### config.mk
export PLATFORM = sky130hd
export DESIGN_NAME = c2h_pattern_gen
export DESIGN_NICKNAME = d
export VERILOG_FILES = /design/src/rtl/c2h_pattern_gen.sv
export SDC_FILE = /design/constraint.sdc
export NUM_CORES = 2
export LEC_CHECK = 0
export CAP_MARGIN = 20
export CORE_MARGIN = 3
export CORE_UTILIZATION = 30
export DETAILED_ROUTE_END_ITERATION = 12
export GPL_TIMING_DRIVEN = 0
export PLACE_DENSITY = 0.56
export SYNTH_ARGS = -nofsm -noshare
export SYNTH_HDL_FRONTEND = slang
export SYNTH_SLANG_ARGS = --single-unit
### constraint.sdc
create_clock -name user_clk -period 10.9 [get_ports user_clk]
set_clock_uncertainty 0.2 [all_clocks]
set_input_delay 1.635 -clock user_clk [delete_from_list [all_inputs] [get_ports user_clk]]
set_output_delay 1.635 -clock user_clk [all_outputs]
set_load 0.01 [all_outputs]
### src/rtl/c2h_pattern_gen.sv
// C2H AXI4-Stream source: num_pkts packets of pkt_len bytes, each PATT_WIDTH slice = seed + pkt + beat*SPB + slice.
// First beat valid 1 cycle after accepted start, 1 beat/cycle; registered outputs hold while tvalid && !tready.
module c2h_pattern_gen #(
    parameter int DATA_WIDTH = 512,
    parameter int PATT_WIDTH = 16,
    parameter int LEN_WIDTH  = 16,
    parameter int CNT_WIDTH  = 16
) (
    input  logic                    user_clk,
    input  logic                    user_reset_n,
    input  logic                    start,
    input  logic [LEN_WIDTH-1:0]    pkt_len,
    input  logic [CNT_WIDTH-1:0]    num_pkts,
    input  logic [PATT_WIDTH-1:0]   seed,
    output logic [DATA_WIDTH-1:0]   m_axis_tdata,
    output logic [DATA_WIDTH/8-1:0] m_axis_tkeep,
    output logic                    m_axis_tlast,
    output logic                    m_axis_tvalid,
    input  logic                    m_axis_tready,
    output logic                    busy,
    output logic                    done,
    output logic                    cfg_err
);

    localparam int BPB = DATA_WIDTH / 8;
    localparam int SPB = DATA_WIDTH / PATT_WIDTH;
    localparam int SB  = PATT_WIDTH / 8;

    localparam logic [LEN_WIDTH:0]    BPB_X = (LEN_WIDTH+1)'(BPB);
    localparam logic [LEN_WIDTH-1:0]  BPB_L = LEN_WIDTH'(BPB);
    localparam logic [LEN_WIDTH-1:0]  SB_L  = LEN_WIDTH'(SB);
    localparam logic [PATT_WIDTH-1:0] SPB_P = PATT_WIDTH'(SPB);

    typedef enum logic [0:0] {ST_IDLE, ST_SEND} state_t;

    state_t                  r_state;
    logic [LEN_WIDTH-1:0]    r_len;
    logic [LEN_WIDTH-1:0]    r_rem;
    logic [CNT_WIDTH-1:0]    r_pkts_left;
    logic [PATT_WIDTH-1:0]   r_pbase;
    logic [PATT_WIDTH-1:0]   r_base;
    logic [DATA_WIDTH-1:0]   r_tdata;
    logic [BPB-1:0]          r_tkeep;
    logic                    r_tlast;
    logic                    r_tvalid;
    logic                    r_busy;
    logic                    r_done;
    logic                    r_cfg_err;

    logic                    w_cfg_ok;
    logic                    w_acc;
    logic                    w_cur_last;
    logic                    w_run_end;
    logic [PATT_WIDTH-1:0]   w_nb_base;
    logic [LEN_WIDTH-1:0]    w_nb_rem;
    logic [31:0]             w_rem32;
    logic [DATA_WIDTH-1:0]   w_nxt_dat;
    logic [BPB-1:0]          w_nxt_keep;
    logic                    w_nxt_last;

    assign w_cfg_ok   = (pkt_len != '0) && (num_pkts != '0) && ((pkt_len % SB_L) == '0);
    assign w_acc      = r_tvalid && m_axis_tready;
    // r_rem is the byte count still owed in this packet, including the beat on the bus
    assign w_cur_last = ({1'b0, r_rem} <= BPB_X);
    assign w_run_end  = w_cur_last && (r_pkts_left == CNT_WIDTH'(1));

    always_comb begin
        w_nb_base = r_base + SPB_P;
        w_nb_rem  = r_rem - BPB_L;
        if (r_state == ST_IDLE) begin
            w_nb_base = seed;
            w_nb_rem  = pkt_len;
        end else if (w_cur_last) begin
            w_nb_base = r_pbase + PATT_WIDTH'(1);
            w_nb_rem  = r_len;
        end
    end

    // Since rem is a multiple of SB, byte validity resolves at slice granularity
    always_comb begin
        w_rem32    = 32'(w_nb_rem);
        w_nxt_dat  = '0;
        w_nxt_keep = '0;
        for (int k = 0; k < SPB; k++) begin
            if (32'(k * SB) < w_rem32)
                w_nxt_dat[k*PATT_WIDTH +: PATT_WIDTH] = w_nb_base + PATT_WIDTH'(k);
        end
        for (int i = 0; i < BPB; i++) begin
            w_nxt_keep[i] = (32'(i) < w_rem32);
        end
        w_nxt_last = ({1'b0, w_nb_rem} <= BPB_X);
    end

    always_ff @(posedge user_clk) begin
        if (!user_reset_n) begin
            r_state     <= ST_IDLE;
            r_len       <= '0;
            r_rem       <= '0;
            r_pkts_left <= '0;
            r_pbase     <= '0;
            r_base      <= '0;
            r_tdata     <= '0;
            r_tkeep     <= '0;
            r_tlast     <= 1'b0;
            r_tvalid    <= 1'b0;
            r_busy      <= 1'b0;
            r_done      <= 1'b0;
            r_cfg_err   <= 1'b0;
        end else begin
            r_done    <= 1'b0;
            r_cfg_err <= 1'b0;
            case (r_state)
                ST_IDLE: begin
                    if (start) begin
                        if (w_cfg_ok) begin
                            r_state     <= ST_SEND;
                            r_busy      <= 1'b1;
                            r_len       <= pkt_len;
                            r_rem       <= pkt_len;
                            r_pkts_left <= num_pkts;
                            r_pbase     <= seed;
                            r_base      <= seed;
                            r_tdata     <= w_nxt_dat;
                            r_tkeep     <= w_nxt_keep;
                            r_tlast     <= w_nxt_last;
                            r_tvalid    <= 1'b1;
                        end else begin
                            r_cfg_err <= 1'b1;
                        end
                    end
                end
                ST_SEND: begin
                    if (w_acc) begin
                        if (w_run_end) begin
                            r_state     <= ST_IDLE;
                            r_busy      <= 1'b0;
                            r_done      <= 1'b1;
                            r_pkts_left <= '0;
                            r_rem       <= '0;
                            r_tdata     <= '0;
                            r_tkeep     <= '0;
                            r_tlast     <= 1'b0;
                            r_tvalid    <= 1'b0;
                        end else begin
                            if (w_cur_last) begin
                                r_pkts_left <= r_pkts_left - CNT_WIDTH'(1);
                                r_pbase     <= w_nb_base;
                            end
                            r_base  <= w_nb_base;
                            r_rem   <= w_nb_rem;
                            r_tdata <= w_nxt_dat;
                            r_tkeep <= w_nxt_keep;
                            r_tlast <= w_nxt_last;
                        end
                    end
                end
                default: r_state <= ST_IDLE;
            endcase
        end
    end

    assign m_axis_tdata  = r_tdata;
    assign m_axis_tkeep  = r_tkeep;
    assign m_axis_tlast  = r_tlast;
    assign m_axis_tvalid = r_tvalid;
    assign busy          = r_busy;
    assign done          = r_done;
    assign cfg_err       = r_cfg_err;

endmodule

==> results.md <==
* DRC marker count from the first detailed-route iteration at 4,558
* Setup CP Type: reg -> reg
* EDFF count, synth at 0
* Worst hold start: m_axis_tkeep[9]
* Total GRT Usage at 35.8%
* Post-route cell area at 0.0421 mm^2
* PwrDens at 177 mW/mm^2
* Crit end category: flip-flop
* Effective utilization at floorplan at 30.3%
* Clock buffer count from CTS at 79
* Area Growth Syn to Fin at 36.1%
* Final min period at 7.76 ns
* Slew HR at 4.18%
* Area leader, netlist: dfxtp_1
* Crit path depth at 16
* Post-DP HPWL at 157,000 um
* Yosys warnings at 0
* Final Non-Filler Cells at 5,784
* Flop-to-flop setup slack at 3.14 ns
* Final wirelength at 201,000 um
* Die Span Y at 327 um
* CTS H-Tree Depth at 3
* Vias in the first global route at 31,300
* Netlist cell types at 83
* Yosys reg bits at 661
* Worst slack at placement at 3.46 ns
* Routed len/inst at 34.7 um
* Drc violations at 0
* # rows at 117
* Grt ovf at 0
* Clock Pin Slew Worst Setup and Hold Paths at 0.06 ns
* Setup Buffers After CTS at 0
* Initial antenna violation count at 13
* Hold Path End: m_axis_tkeep[9]
* Worst Reg-to-Reg Cells at 16
* Post-CTS Hold Fix Bufs at 0
* Asr flop ratio synth at 0%
* Antenna Nets Post-Route at 0
* RSZ-0062 raised after global routing: false
* VDD IR max at 125 uV
* Post-synthesis sequential area ratio at 42.8%
* Sw power at 0.00265 W
* Worst path arrival time at 8.10 ns
* Reg-to-Reg Start: r_rem[6]
* Clock network power share at 35.6%
* PortBufs at 632
* Max Cap Viol at 0
* Placed cells at 5,627
* Via count at 33,600
* Flop pwr share at 36.8%
* Crit-path cells: ha_1 -> nor4b_4 -> a21oi_2 -> buf_2 -> a211oi_1 -> or2_2 -> clkbuf_1 -> buf_2 -> ha_1 -> clkbuf_1 -> o221ai_2 -> nor3_1 -> nand2_1 -> nor2_1 -> xnor2_1 -> a22o_1
* Worst setup margin at 3.14 ns
* Die X-Extent at 327 um
* CTS Buffer Depth at 3
* Slowest stage delay, CP at 1.11 ns
* Sink Count at 661
* CTS tree: done
* CP required at 11.24 ns
* Commonest non-fill, non-tap cells in the layout: dfxtp_1, clkdlybuf4s50_1, nor2_1
* Final setup viols at 0
* Fmax at 0.129 GHz
* Setup tns final at 0 ns
* Placed cell areas at 0.0394 mm^2
* Clock Root Buffer: clkbuf_16
* Hold depth at 2
* Length of the first detailed-routing pass in iterations at 6
* Leak Pwr at 14.9 nW
* GPL Wtd Cong at 1.04
* Worst skew pair latency at 0.67 ns
* Reg2reg end: m_axis_tdata[188]
* Full die area at 0.107 mm^2
* Layout cells sized above 1 at 6.78%
* Mean Syn Cell Area at 8.61 um^2
* Syn nets at 3,673
* Fin. Hold Viols at 0
* Cell-internal power at 0.00479 W
* Vias per std cell at 5.82
* Worst path top cell family by delay: simple AND/OR/NAND/NOR gates
* Synth Flop Type: dfxtp_1
* Top-area cell type share of the netlist area at 42.8%
* I/O pin count at 633
* CP max stage cell: nor3_1
* Measured slew at the worst slew-check pin at 1.44 ns
* Worst min path class: reg -> reg
* Top cells by area, synth: dfxtp_1, xnor2_1, a22oi_1, nor2_1, nand2_1
* Post_cts resized at 0
* Mapped Area at 0.0309 mm^2
* Sw Ratio at 35.6%
* Worst hold slack at 0.250 ns
* Status: complete, no violations
* Crit path buf inv count at 4
* Final worst path period share at 71.2%
* Final number of max-transition violations at 0
* Setup crit start kind: flip-flop
* Combinational Power Share at 27.5%
* Leading cell type in the layout, fill and taps excluded: dfxtp_1
* First-pass GRT wire length at 266,000 um
* Largest net degree at the start of global routing at 16
* Gate Count Post-Synth at 3,592
* Fin nets at 4,435
* Critical path peak fanout at 12
* Core area at 0.102 mm^2
[cells in the mapped netlist, drive strengths merged (13+ instances only)]
master and instances:
nor2b 138, or3 28, nand4 13, a21oi 190, inv 29, o21ai 168, a22o 125, and2 67
a32o 46, clkbuf 198, ha 29, mux2i 20, nand2 339, nor3 50, xor2 87, a22oi 241
nand3 65, buf 116, a31oi 33, a211oi 31, a21o 21, nor4 25, xnor2 279, nor2 418
o21a 16, nand2b 15, dfxtp 661
[through the flow]
| step | power (W) | utilization [%] |
|---|---|---|
| 2_1_floorplan | 0.00365 | - |
| 3_3_place_gp | 0.00470 | 38.2 |
| 3_5_place_dp | 0.00474 | 38.6 |
| 4_1_cts | 0.00735 | 41.1 |
| 5_1_grt | 0.00757 | 41.2 |
| 6_report | 0.00744 | 41.2 |
[layout make-up]
class | instances | area, um^2
Antenna cell | 8 | 20.0
Buffer | 314 | 1340
Clock buffer | 108 | 2220
Clock inverter | 27 | 290
Fill cell | 10400 | 60000
Inverter | 32 | 120
Multi-Input combinational cell | 2585 | 16200
Sequential cell | 661 | 13200
Tap cell | 1368 | 1710
Timing Repair Buffer | 681 | 6900
[worst reg2reg max path, stage by stage (launching register included)]
cell,delay [ns]
dfxtp_1,0.45
ha_1,0.20
nor4b_4,0.42
a21oi_2,0.33
buf_2,0.33
a211oi_1,0.45
or2_2,0.19
clkbuf_1,0.53
buf_2,0.76
ha_1,0.31
clkbuf_1,0.46
o221ai_2,0.64
nor3_1,1.12
nand2_1,0.62
nor2_1,0.31
xnor2_1,0.10
a22o_1,0.21
[power by group through the flow]
stage / registers (W) / logic, W / clock network [W]
4_1_cts: 0.00274 / 0.00196 / 0.00265
3_5_place_dp: 0.00279 / 0.00195 / 0
6_report: 0.00274 / 0.00205 / 0.00265
3_3_place_gp: 0.00279 / 0.00191 / 0
2_1_floorplan: 0.00280 / 0.000849 / 0
5_1_grt: 0.00275 / 0.00208 / 0.00274
[metal layers]
layer | GRT usage, % | part of all wire, % | wire [um]
met2 | 54.6 | 43 | 86500
met3 | 10.9 | 12 | 23100
met4 | 17.7 | 6.0 | 12100
met1 | 45.7 | 39 | 79100
met5 | 0.0906 | 0.0065 | 13
[kinds of logic (layout without fill, tap and decap cells)]
kind of cell    after synthesis  after routing  synth area share [%]
other cells                   0              8                     0
compound gates              975            975                  22.1
mux                          22             22                 0.721
simple gates               1193           1193                  18.1
buf+inv                     346           1162                  4.70
xor+xnor                    366            366                  10.4
fa+ha+maj                    29             29                  1.17
flops                       661            661                  42.8
[state kept, by name (all words and copies together) (netlist names)]
| signal | flops |
|---|---|
| busy | 1 |
| cfg_err | 1 |
| done | 1 |
| m_axis_tdata | 512 |
| m_axis_tkeep | 64 |
| m_axis_tlast | 1 |
| r_base | 16 |
| r_len | 16 |
| r_pbase | 16 |
| r_pkts_left | 16 |
| r_rem | 16 |
| r_state | 1 |
[worst max-delay path by stage]
stage	endpoint	slack, ns	start
after floorplan	m_axis_tdata[30]	6.09	seed[5]
after global placement	m_axis_tdata[188]	2.84	seed[5]
after detailed placement	m_axis_tdata[188]	3.46	seed[5]
after CTS	m_axis_tdata[188]	3.69	r_rem[6]
after global routing	m_axis_tdata[25]	3.31	r_state
final	m_axis_tdata[188]	3.14	r_rem[6]
(Power assumes the default switching activity.)
